$ cat src/rtl/crc_pkg.sv
// rtl/crc_pkg.sv - shared CRC framer types and standard polynomials
package crc_pkg;

    typedef enum logic [1:0] {
        IDLE = 2'd0,
        DATA = 2'd1,
        CRC  = 2'd2
    } crc_state_t;

    // Generator polynomials, implicit top term omitted
    localparam logic [7:0]  CRC8_ATM    = 8'h07;
    localparam logic [15:0] CRC16_CCITT = 16'h1021;
    localparam logic [31:0] CRC32       = 32'h04C11DB7;

endpackage

$ cat src/rtl/crc_stream_tx_if.sv
// rtl/crc_stream_tx_if.sv - payload input and framed output stream bundle
interface crc_stream_tx_if #(
    parameter int DW = 40
) ();
    logic [DW-1:0] in_data;
    logic          in_valid;
    logic          in_last;
    logic          in_ready;
    logic [DW-1:0] out_data;
    logic          out_valid;
    logic          out_last;
    logic          out_ready;

    // Framer side
    modport slave (
        input  in_data, in_valid, in_last, out_ready,
        output in_ready, out_data, out_valid, out_last
    );

    // Source/sink side
    modport master (
        output in_data, in_valid, in_last, out_ready,
        input  in_ready, out_data, out_valid, out_last
    );
endinterface

$ cat src/rtl/crc_word_step.sv
// rtl/crc_word_step.sv - combinational MSB-first CRC advance over one data word
module crc_word_step #(
    parameter int                DW     = 40,
    parameter int                CRC_BW = 8,
    parameter logic [CRC_BW-1:0] POLY   = 8'h07
) (
    input  logic [CRC_BW-1:0] crc_in,
    input  logic [DW-1:0]     data,
    output logic [CRC_BW-1:0] crc_out
);

    logic [CRC_BW-1:0] acc;

    // Unrolled bit-serial LFSR: word MSB is shifted in first
    always_comb begin
        acc = crc_in;
        for (int i = DW - 1; i >= 0; i--) begin
            if (acc[CRC_BW-1] ^ data[i]) begin
                acc = (acc << 1) ^ POLY;
            end else begin
                acc = acc << 1;
            end
        end
        crc_out = acc;
    end

endmodule

$ cat src/rtl/crc_stream_tx.sv
// rtl/crc_stream_tx.sv - streaming framer appending a CRC beat after each frame
module crc_stream_tx
    import crc_pkg::*;
#(
    parameter int                DW     = 40,
    parameter int                CRC_BW = 8,
    parameter logic [CRC_BW-1:0] POLY   = CRC8_ATM,
    parameter logic [CRC_BW-1:0] INIT   = '0,
    parameter logic [CRC_BW-1:0] XOROUT = '0,
    parameter int                CNT_W  = 16
) (
    input  logic              clk,
    input  logic              rst,
    crc_stream_tx_if.slave    bus,
    output logic [CNT_W-1:0]  frame_cnt
);

    generate
        if (DW < CRC_BW) begin : g_bad_width
            $error("crc_stream_tx: DW must be >= CRC_BW");
        end
    endgenerate

    crc_state_t        state;
    crc_state_t        state_nxt;
    logic [CRC_BW-1:0] crc;
    logic [CRC_BW-1:0] crc_acc;
    logic [CRC_BW-1:0] crc_step;
    logic [DW-1:0]     out_data_q;
    logic              out_valid_q;
    logic              out_last_q;
    logic              load;
    logic              accept;

    // Output register is free when empty or being drained this cycle
    assign load     = !out_valid_q || bus.out_ready;
    // No new payload while the CRC beat is waiting for its slot
    assign bus.in_ready = load && (state != CRC);
    assign accept   = bus.in_valid && bus.in_ready;
    // First word of a frame always starts from INIT
    assign crc_acc  = (state == IDLE) ? INIT : crc;

    assign bus.out_data  = out_data_q;
    assign bus.out_valid = out_valid_q;
    assign bus.out_last  = out_last_q;

    crc_word_step #(
        .DW     (DW),
        .CRC_BW (CRC_BW),
        .POLY   (POLY)
    ) u_step (
        .crc_in  (crc_acc),
        .data    (bus.in_data),
        .crc_out (crc_step)
    );

    // State register
    always_ff @(posedge clk) begin
        if (rst) begin
            state <= IDLE;
        end else begin
            state <= state_nxt;
        end
    end

    // Next-state: last word moves to CRC slot, CRC beat returns to IDLE
    always_comb begin
        state_nxt = state;
        case (state)
            IDLE, DATA: begin
                if (accept) begin
                    state_nxt = bus.in_last ? CRC : DATA;
                end
            end
            CRC: begin
                if (load) begin
                    state_nxt = IDLE;
                end
            end
            default: state_nxt = IDLE;
        endcase
    end

    // Output register and running CRC; everything holds while the sink stalls
    always_ff @(posedge clk) begin
        if (rst) begin
            out_data_q  <= '0;
            out_valid_q <= 1'b0;
            out_last_q  <= 1'b0;
            crc         <= INIT;
        end else if (load) begin
            if (accept) begin
                out_data_q  <= bus.in_data;
                out_valid_q <= 1'b1;
                out_last_q  <= 1'b0;
                crc         <= crc_step;
            end else if (state == CRC) begin
                out_data_q  <= DW'(crc ^ XOROUT);
                out_valid_q <= 1'b1;
                out_last_q  <= 1'b1;
                crc         <= INIT;
            end else begin
                out_valid_q <= 1'b0;
                out_last_q  <= 1'b0;
            end
        end
    end

    // Count completed frames as their CRC beat leaves
    always_ff @(posedge clk) begin
        if (rst) begin
            frame_cnt <= '0;
        end else if (out_valid_q && bus.out_ready && out_last_q) begin
            frame_cnt <= frame_cnt + CNT_W'(1);
        end
    end

endmodule

$ cat src/flat_wrapper.sv
// flat-port wrapper written by rule: the top's interface ports become plain ports
module crc_stream_tx_flat import crc_pkg::*;
#(
    parameter int                DW     = 40,
    parameter int                CRC_BW = 8,
    parameter logic [CRC_BW-1:0] POLY   = CRC8_ATM,
    parameter logic [CRC_BW-1:0] INIT   = '0,
    parameter logic [CRC_BW-1:0] XOROUT = '0,
    parameter int                CNT_W  = 16
)
  (clk, rst, frame_cnt, bus_in_data, bus_in_valid, bus_in_last, bus_out_ready, bus_in_ready, bus_out_data, bus_out_valid, bus_out_last);
  crc_stream_tx_if #(.DW(DW)) bus_i ();
  input  logic clk;
  input  logic rst;
  output logic [CNT_W-1:0] frame_cnt;
  input wire logic [$bits(bus_i.in_data)-1:0] bus_in_data;
  input wire logic [$bits(bus_i.in_valid)-1:0] bus_in_valid;
  input wire logic [$bits(bus_i.in_last)-1:0] bus_in_last;
  input wire logic [$bits(bus_i.out_ready)-1:0] bus_out_ready;
  output wire logic [$bits(bus_i.in_ready)-1:0] bus_in_ready;
  output wire logic [$bits(bus_i.out_data)-1:0] bus_out_data;
  output wire logic [$bits(bus_i.out_valid)-1:0] bus_out_valid;
  output wire logic [$bits(bus_i.out_last)-1:0] bus_out_last;
  assign bus_i.in_data = bus_in_data;
  assign bus_i.in_valid = bus_in_valid;
  assign bus_i.in_last = bus_in_last;
  assign bus_i.out_ready = bus_out_ready;
  assign bus_in_ready = bus_i.in_ready;
  assign bus_out_data = bus_i.out_data;
  assign bus_out_valid = bus_i.out_valid;
  assign bus_out_last = bus_i.out_last;
  crc_stream_tx #(.DW(DW), .CRC_BW(CRC_BW), .POLY(POLY), .INIT(INIT), .XOROUT(XOROUT), .CNT_W(CNT_W)) u_core (.clk(clk), .rst(rst), .bus(bus_i), .frame_cnt(frame_cnt));
endmodule
$ cat config.mk
export PLATFORM = sky130hd
export DESIGN_NAME = crc_stream_tx_flat
export DESIGN_NICKNAME = d
export VERILOG_FILES = /design/src/rtl/crc_pkg.sv /design/src/rtl/crc_stream_tx_if.sv /design/src/rtl/crc_word_step.sv /design/src/rtl/crc_stream_tx.sv /design/src/flat_wrapper.sv
export SDC_FILE = /design/constraint.sdc
export NUM_CORES = 1
export LEC_CHECK = 0
export ABC_AREA = 1
export BUFFER_PORTS_ARGS = -buffer_cell sky130_fd_sc_hd__buf_4
export CAP_MARGIN = 20
export CORE_UTILIZATION = 50
export DETAILED_ROUTE_END_ITERATION = 8
export PLACE_DENSITY_LB_ADDON = 0.1
export SYNTH_ARGS = -nofsm -noshare
export SYNTH_HDL_FRONTEND = slang
export SYNTH_SLANG_ARGS = --single-unit
$ cat constraint.sdc
create_clock -name clk -period 3.2 [get_ports clk]
set_clock_uncertainty 0.15 [all_clocks]
set_input_delay 0.64 -clock clk [delete_from_list [all_inputs] [get_ports clk]]
set_output_delay 0.64 -clock clk [all_outputs]
set_load 0.005 [all_outputs]
==> impl_metrics.xml <==
<?xml version="1.0" encoding="UTF-8"?>
<metrics>
  <group name="outcome">
    <metric name="run_status" unit="">complete, but fails checks</metric>
    <metric name="failed_checks" unit="">negative setup slack</metric>
  </group>
  <group name="die">
    <metric name="die_height" unit="um">100</metric>
    <metric name="area_of_the_core_region" unit="mm2">0.00928</metric>
    <metric name="design.die.area" unit="mm2">0.0100</metric>
    <metric name="starting_density" unit="%">52.0</metric>
    <metric name="die_width" unit="um">100</metric>
    <metric name="placementRows" unit="">35</metric>
    <metric name="top_level_ports" unit="">104</metric>
  </group>
  <group name="final_layout">
    <metric name="layout.area.seq" unit="mm2">0.00137</metric>
    <metric name="multi_input_comb_area" unit="mm2">0.00383</metric>
    <metric name="drive_above_1_share" unit="%">42.7</metric>
    <metric name="nets" unit="">993</metric>
    <metric name="n_antenna_cell" unit="">0</metric>
    <metric name="area_growth_syn_to_layout" unit="%">47.4</metric>
    <metric name="n_fill_cell" unit="">735</metric>
    <metric name="layout_common_cells" unit="">nand2_1 (202), buf_4 (140), nand2_2 (105), inv_1 (78), dfxtp_1 (65)</metric>
    <metric name="layout_commonest_cell" unit="">nand2_1</metric>
  </group>
  <group name="synthesis">
    <metric name="synth_instances" unit="">805</metric>
    <metric name="postSynth.asyncResetShare" unit="%">0</metric>
    <metric name="yosys_register_bits" unit="">68</metric>
    <metric name="synth_top_flop_cell" unit="">dfxtp_1</metric>
    <metric name="yosysUniqueCellTypes" unit="">33</metric>
    <metric name="synth_edf_count" unit="">0</metric>
    <metric name="cell_taking_the_most_area_after_synthesis" unit="">dfxtp_1</metric>
    <metric name="syn-cell-area" unit="mm2">0.00483</metric>
    <metric name="synth_fp_nets" unit="">851</metric>
    <metric name="synth_top_cells_by_area" unit="">dfxtp_1 (28%), nand2_1 (24%), nand3_1 (11%)</metric>
    <metric name="synth_top_area_share" unit="%">28.2</metric>
    <metric name="synthesis.yosys.warnings" unit="">0</metric>
    <metric name="synth.yosys.seq_area_share" unit="%">28.2</metric>
    <metric name="postSynthAreaPerCell" unit="um2">5.99</metric>
  </group>
  <group name="setup_path">
    <metric name="cp-start-kind" unit="">flip-flop</metric>
    <metric name="crit_path_end_kind" unit="">flip-flop</metric>
    <metric name="critical-path-slowest-cell" unit="">dfxtp_4</metric>
    <metric name="worst-endpoint-required" unit="ns">3.34</metric>
    <metric name="critPathArrivalTime" unit="ns">3.61</metric>
    <metric name="critical_path_maximum_fanout" unit="">6</metric>
    <metric name="timing.critical_path.mode_cell" unit="">nand2_4</metric>
    <metric name="reg2reg_slack" unit="ns">-0.27</metric>
    <metric name="worst-setup-path-type" unit="">flip-flop to flip-flop</metric>
    <metric name="critPathBufInv" unit="">5</metric>
    <metric name="cp_top_family" unit="">simple AND/OR/NAND/NOR gates</metric>
    <metric name="maximum_single_stage_delay_on_the_critical_path" unit="ns">0.39</metric>
  </group>
  <group name="drt">
    <metric name="detail_route.drc_violations" unit="">0</metric>
    <metric name="via_density_per_instance" unit="">5.35</metric>
    <metric name="drt_pre_antenna_iters" unit="">5</metric>
    <metric name="initialDrtViolationCount" unit="">325</metric>
    <metric name="routed_wl" unit="um">15800</metric>
    <metric name="route.antenna.remaining_nets" unit="">0</metric>
    <metric name="wl_per_cell" unit="um">14.7</metric>
    <metric name="num_vias" unit="">5782</metric>
  </group>
  <group name="timing">
    <metric name="slew_at_the_pin_closest_to_its_max_slew_limit" unit="ns">0.678</metric>
    <metric name="hold_violations" unit="">0</metric>
    <metric name="max_clock_freq" unit="GHz">0.288</metric>
    <metric name="fin_ws" unit="ns">-0.269</metric>
    <metric name="period_minus_slack" unit="ns">3.47</metric>
    <metric name="slew_headroom" unit="%">54.8</metric>
    <metric name="timing.final.max_slew_violations" unit="">0</metric>
    <metric name="setup_viol" unit="">8</metric>
    <metric name="rsz0062_at_grt" unit="">yes</metric>
    <metric name="tns" unit="ns">-1.68</metric>
    <metric name="period_share" unit="%">108</metric>
  </group>
  <group name="power">
    <metric name="fin_total_pwr" unit="mW">5.79</metric>
    <metric name="seqPwrFrac" unit="%">17.6</metric>
    <metric name="power_switching_share" unit="%">50.5</metric>
    <metric name="worst_case_vdd_ir_drop" unit="uV">939</metric>
    <metric name="intPower" unit="mW">2.86</metric>
    <metric name="power_density" unit="mW/mm2">813</metric>
    <metric name="p_comb_share" unit="%">68.4</metric>
    <metric name="switching_power" unit="mW">2.92</metric>
    <metric name="power_leakage" unit="nW">3.54</metric>
    <metric name="clockPowerShare" unit="%">14.0</metric>
  </group>
  <group name="clock_tree">
    <metric name="cts.root.buffer_cell" unit="">clkbuf_8</metric>
    <metric name="cts.path.max_buffers" unit="">2</metric>
    <metric name="cts.reportedPaths.clkPinSlew" unit="ns">0.08</metric>
    <metric name="clock-sinks" unit="">68</metric>
    <metric name="cts_tree" unit="">built</metric>
    <metric name="numCtsBuffers" unit="">9</metric>
    <metric name="clock_tree.htree_level_count" unit="">3</metric>
    <metric name="clock_latency" unit="ns">0.35</metric>
  </group>
  <group name="run">
    <metric name="drv.max_cap_violation_count" unit="">0</metric>
  </group>
  <group name="global_routing">
    <metric name="grt_pass1_wl" unit="um">23700</metric>
    <metric name="grt_max_degree" unit="">46</metric>
    <metric name="first_global_vias" unit="">5246</metric>
    <metric name="grt.overflow.total" unit="">0</metric>
    <metric name="grt_antenna_before_repair" unit="">0</metric>
    <metric name="grt.total_usage" unit="%">29.4</metric>
  </group>
  <group name="placement">
    <metric name="place_congestion" unit="">0.889</metric>
    <metric name="dp.final_hpwl" unit="um">10700</metric>
    <metric name="io_buffers" unit="">103</metric>
    <metric name="setup_slack_at_placement" unit="ns">-0.419</metric>
  </group>
  <group name="min_path">
    <metric name="worst_hold_path_type" unit="">flip-flop to flip-flop</metric>
  </group>
</metrics>
==> through the flow <==
stage	cell area [um2]	utilization (%)	std cells	hold slack, ns
CTS	6570	70.7	1074	0.315
global route	7120	76.6	1080	0.326
floorplan	4830	-	805	0.305
finish	7120	76.6	1080	0.314
detailed placement	5930	63.8	1050	0.303
global placement	5930	63.8	1050	0.298
==> sequential cells by signal, summed over array words and instances (netlist names) <==
| name | count |
|---|---|
| u_core.bus.out_last | 1 |
| u_core.state | 2 |
| u_core.bus.out_valid | 1 |
| u_core.frame_cnt | 16 |
| u_core.crc | 8 |
| u_core.bus.out_data | 40 |
==> per-layer routing <==
layer / vias up / global-route usage [%] / wire length (um)
li1: 2860 / - / -
met1: 2690 / 37.2 / 6500
met2: 196 / 51.6 / 8150
met3: 36 / 3.55 / 807
met4: 0 / 10.0 / 378
met5: - / 0 / 0
==> power by group through the flow <==
stage                     logic, mW  clock network (mW)  registers [mW]
final                          3.96               0.812            1.02
after global routing           4.26               0.859            1.03
after CTS                      3.05               0.821            1.01
after detailed placement       2.64                   0            1.01
after global placement         2.56                   0            1.01
after floorplan                1.95                   0           0.999
==> logic make-up after synthesis <==
| group | after synthesis | synth area share (%) |
|---|---|---|
| XOR/XNOR | 11 | 3.09 |
| flip-flops | 68 | 28.2 |
| AO/OA/AOI/OAI | 99 | 10.9 |
| buffers and inverters | 120 | 9.62 |
| AND/OR/NAND/NOR | 506 | 47.9 |
| adder cells (fa/ha/maj) | 1 | 0.259 |
==> worst min-delay path: stages, from the launching register on <==
cell,delay (ns)
dfxtp_1,0.32
nand2_1,0.06
a21oi_1,0.05
==> worst paths after layout <==
path | startpoint | endpoint | depth (start not counted)
worst max register to register | u_core.state[0] | u_core.crc[6] | 28
worst max-delay path | u_core.state[0] | u_core.crc[6] | 28
worst min register to register | u_core.bus.out_data[17] | u_core.bus.out_data[17] | 2
worst min-delay path | u_core.bus.out_data[17] | u_core.bus.out_data[17] | 2
==> synth_stat cells (all sizes together), types with 3 or more instances <==
cell type,n
nand2,347
nand3,122
inv,101
dfxtp,68
a21oi,63
nor2,24
o21ai,24
clkbuf,13
xor2,10
o211ai,8
buf,5
nand4,4
nand3b,3
==> cell type report <==
| class | instances | share of cell area (%) |
|---|---|---|
| Clock buffer | 11 | 1.99 |
| Clock inverter | 4 | 1.04 |
| Inverter | 102 | 5.66 |
| Multi-Input combinational cell | 619 | 53.8 |
| Sequential cell | 68 | 19.3 |
| Tap cell | 129 | 2.27 |
| Timing Repair Buffer | 147 | 16.0 |
==> what timing repair did <==
action / 4_1_cts / 5_1_grt
pin swaps: 47 / 83
cloned: 2 / 0
hold buffers: 0 / 0
setup buffers: 7 / 6
setup endpoints to repair: 8 / 8
resized for setup: 97 / 129
Power figures use the tool's default switching activity.
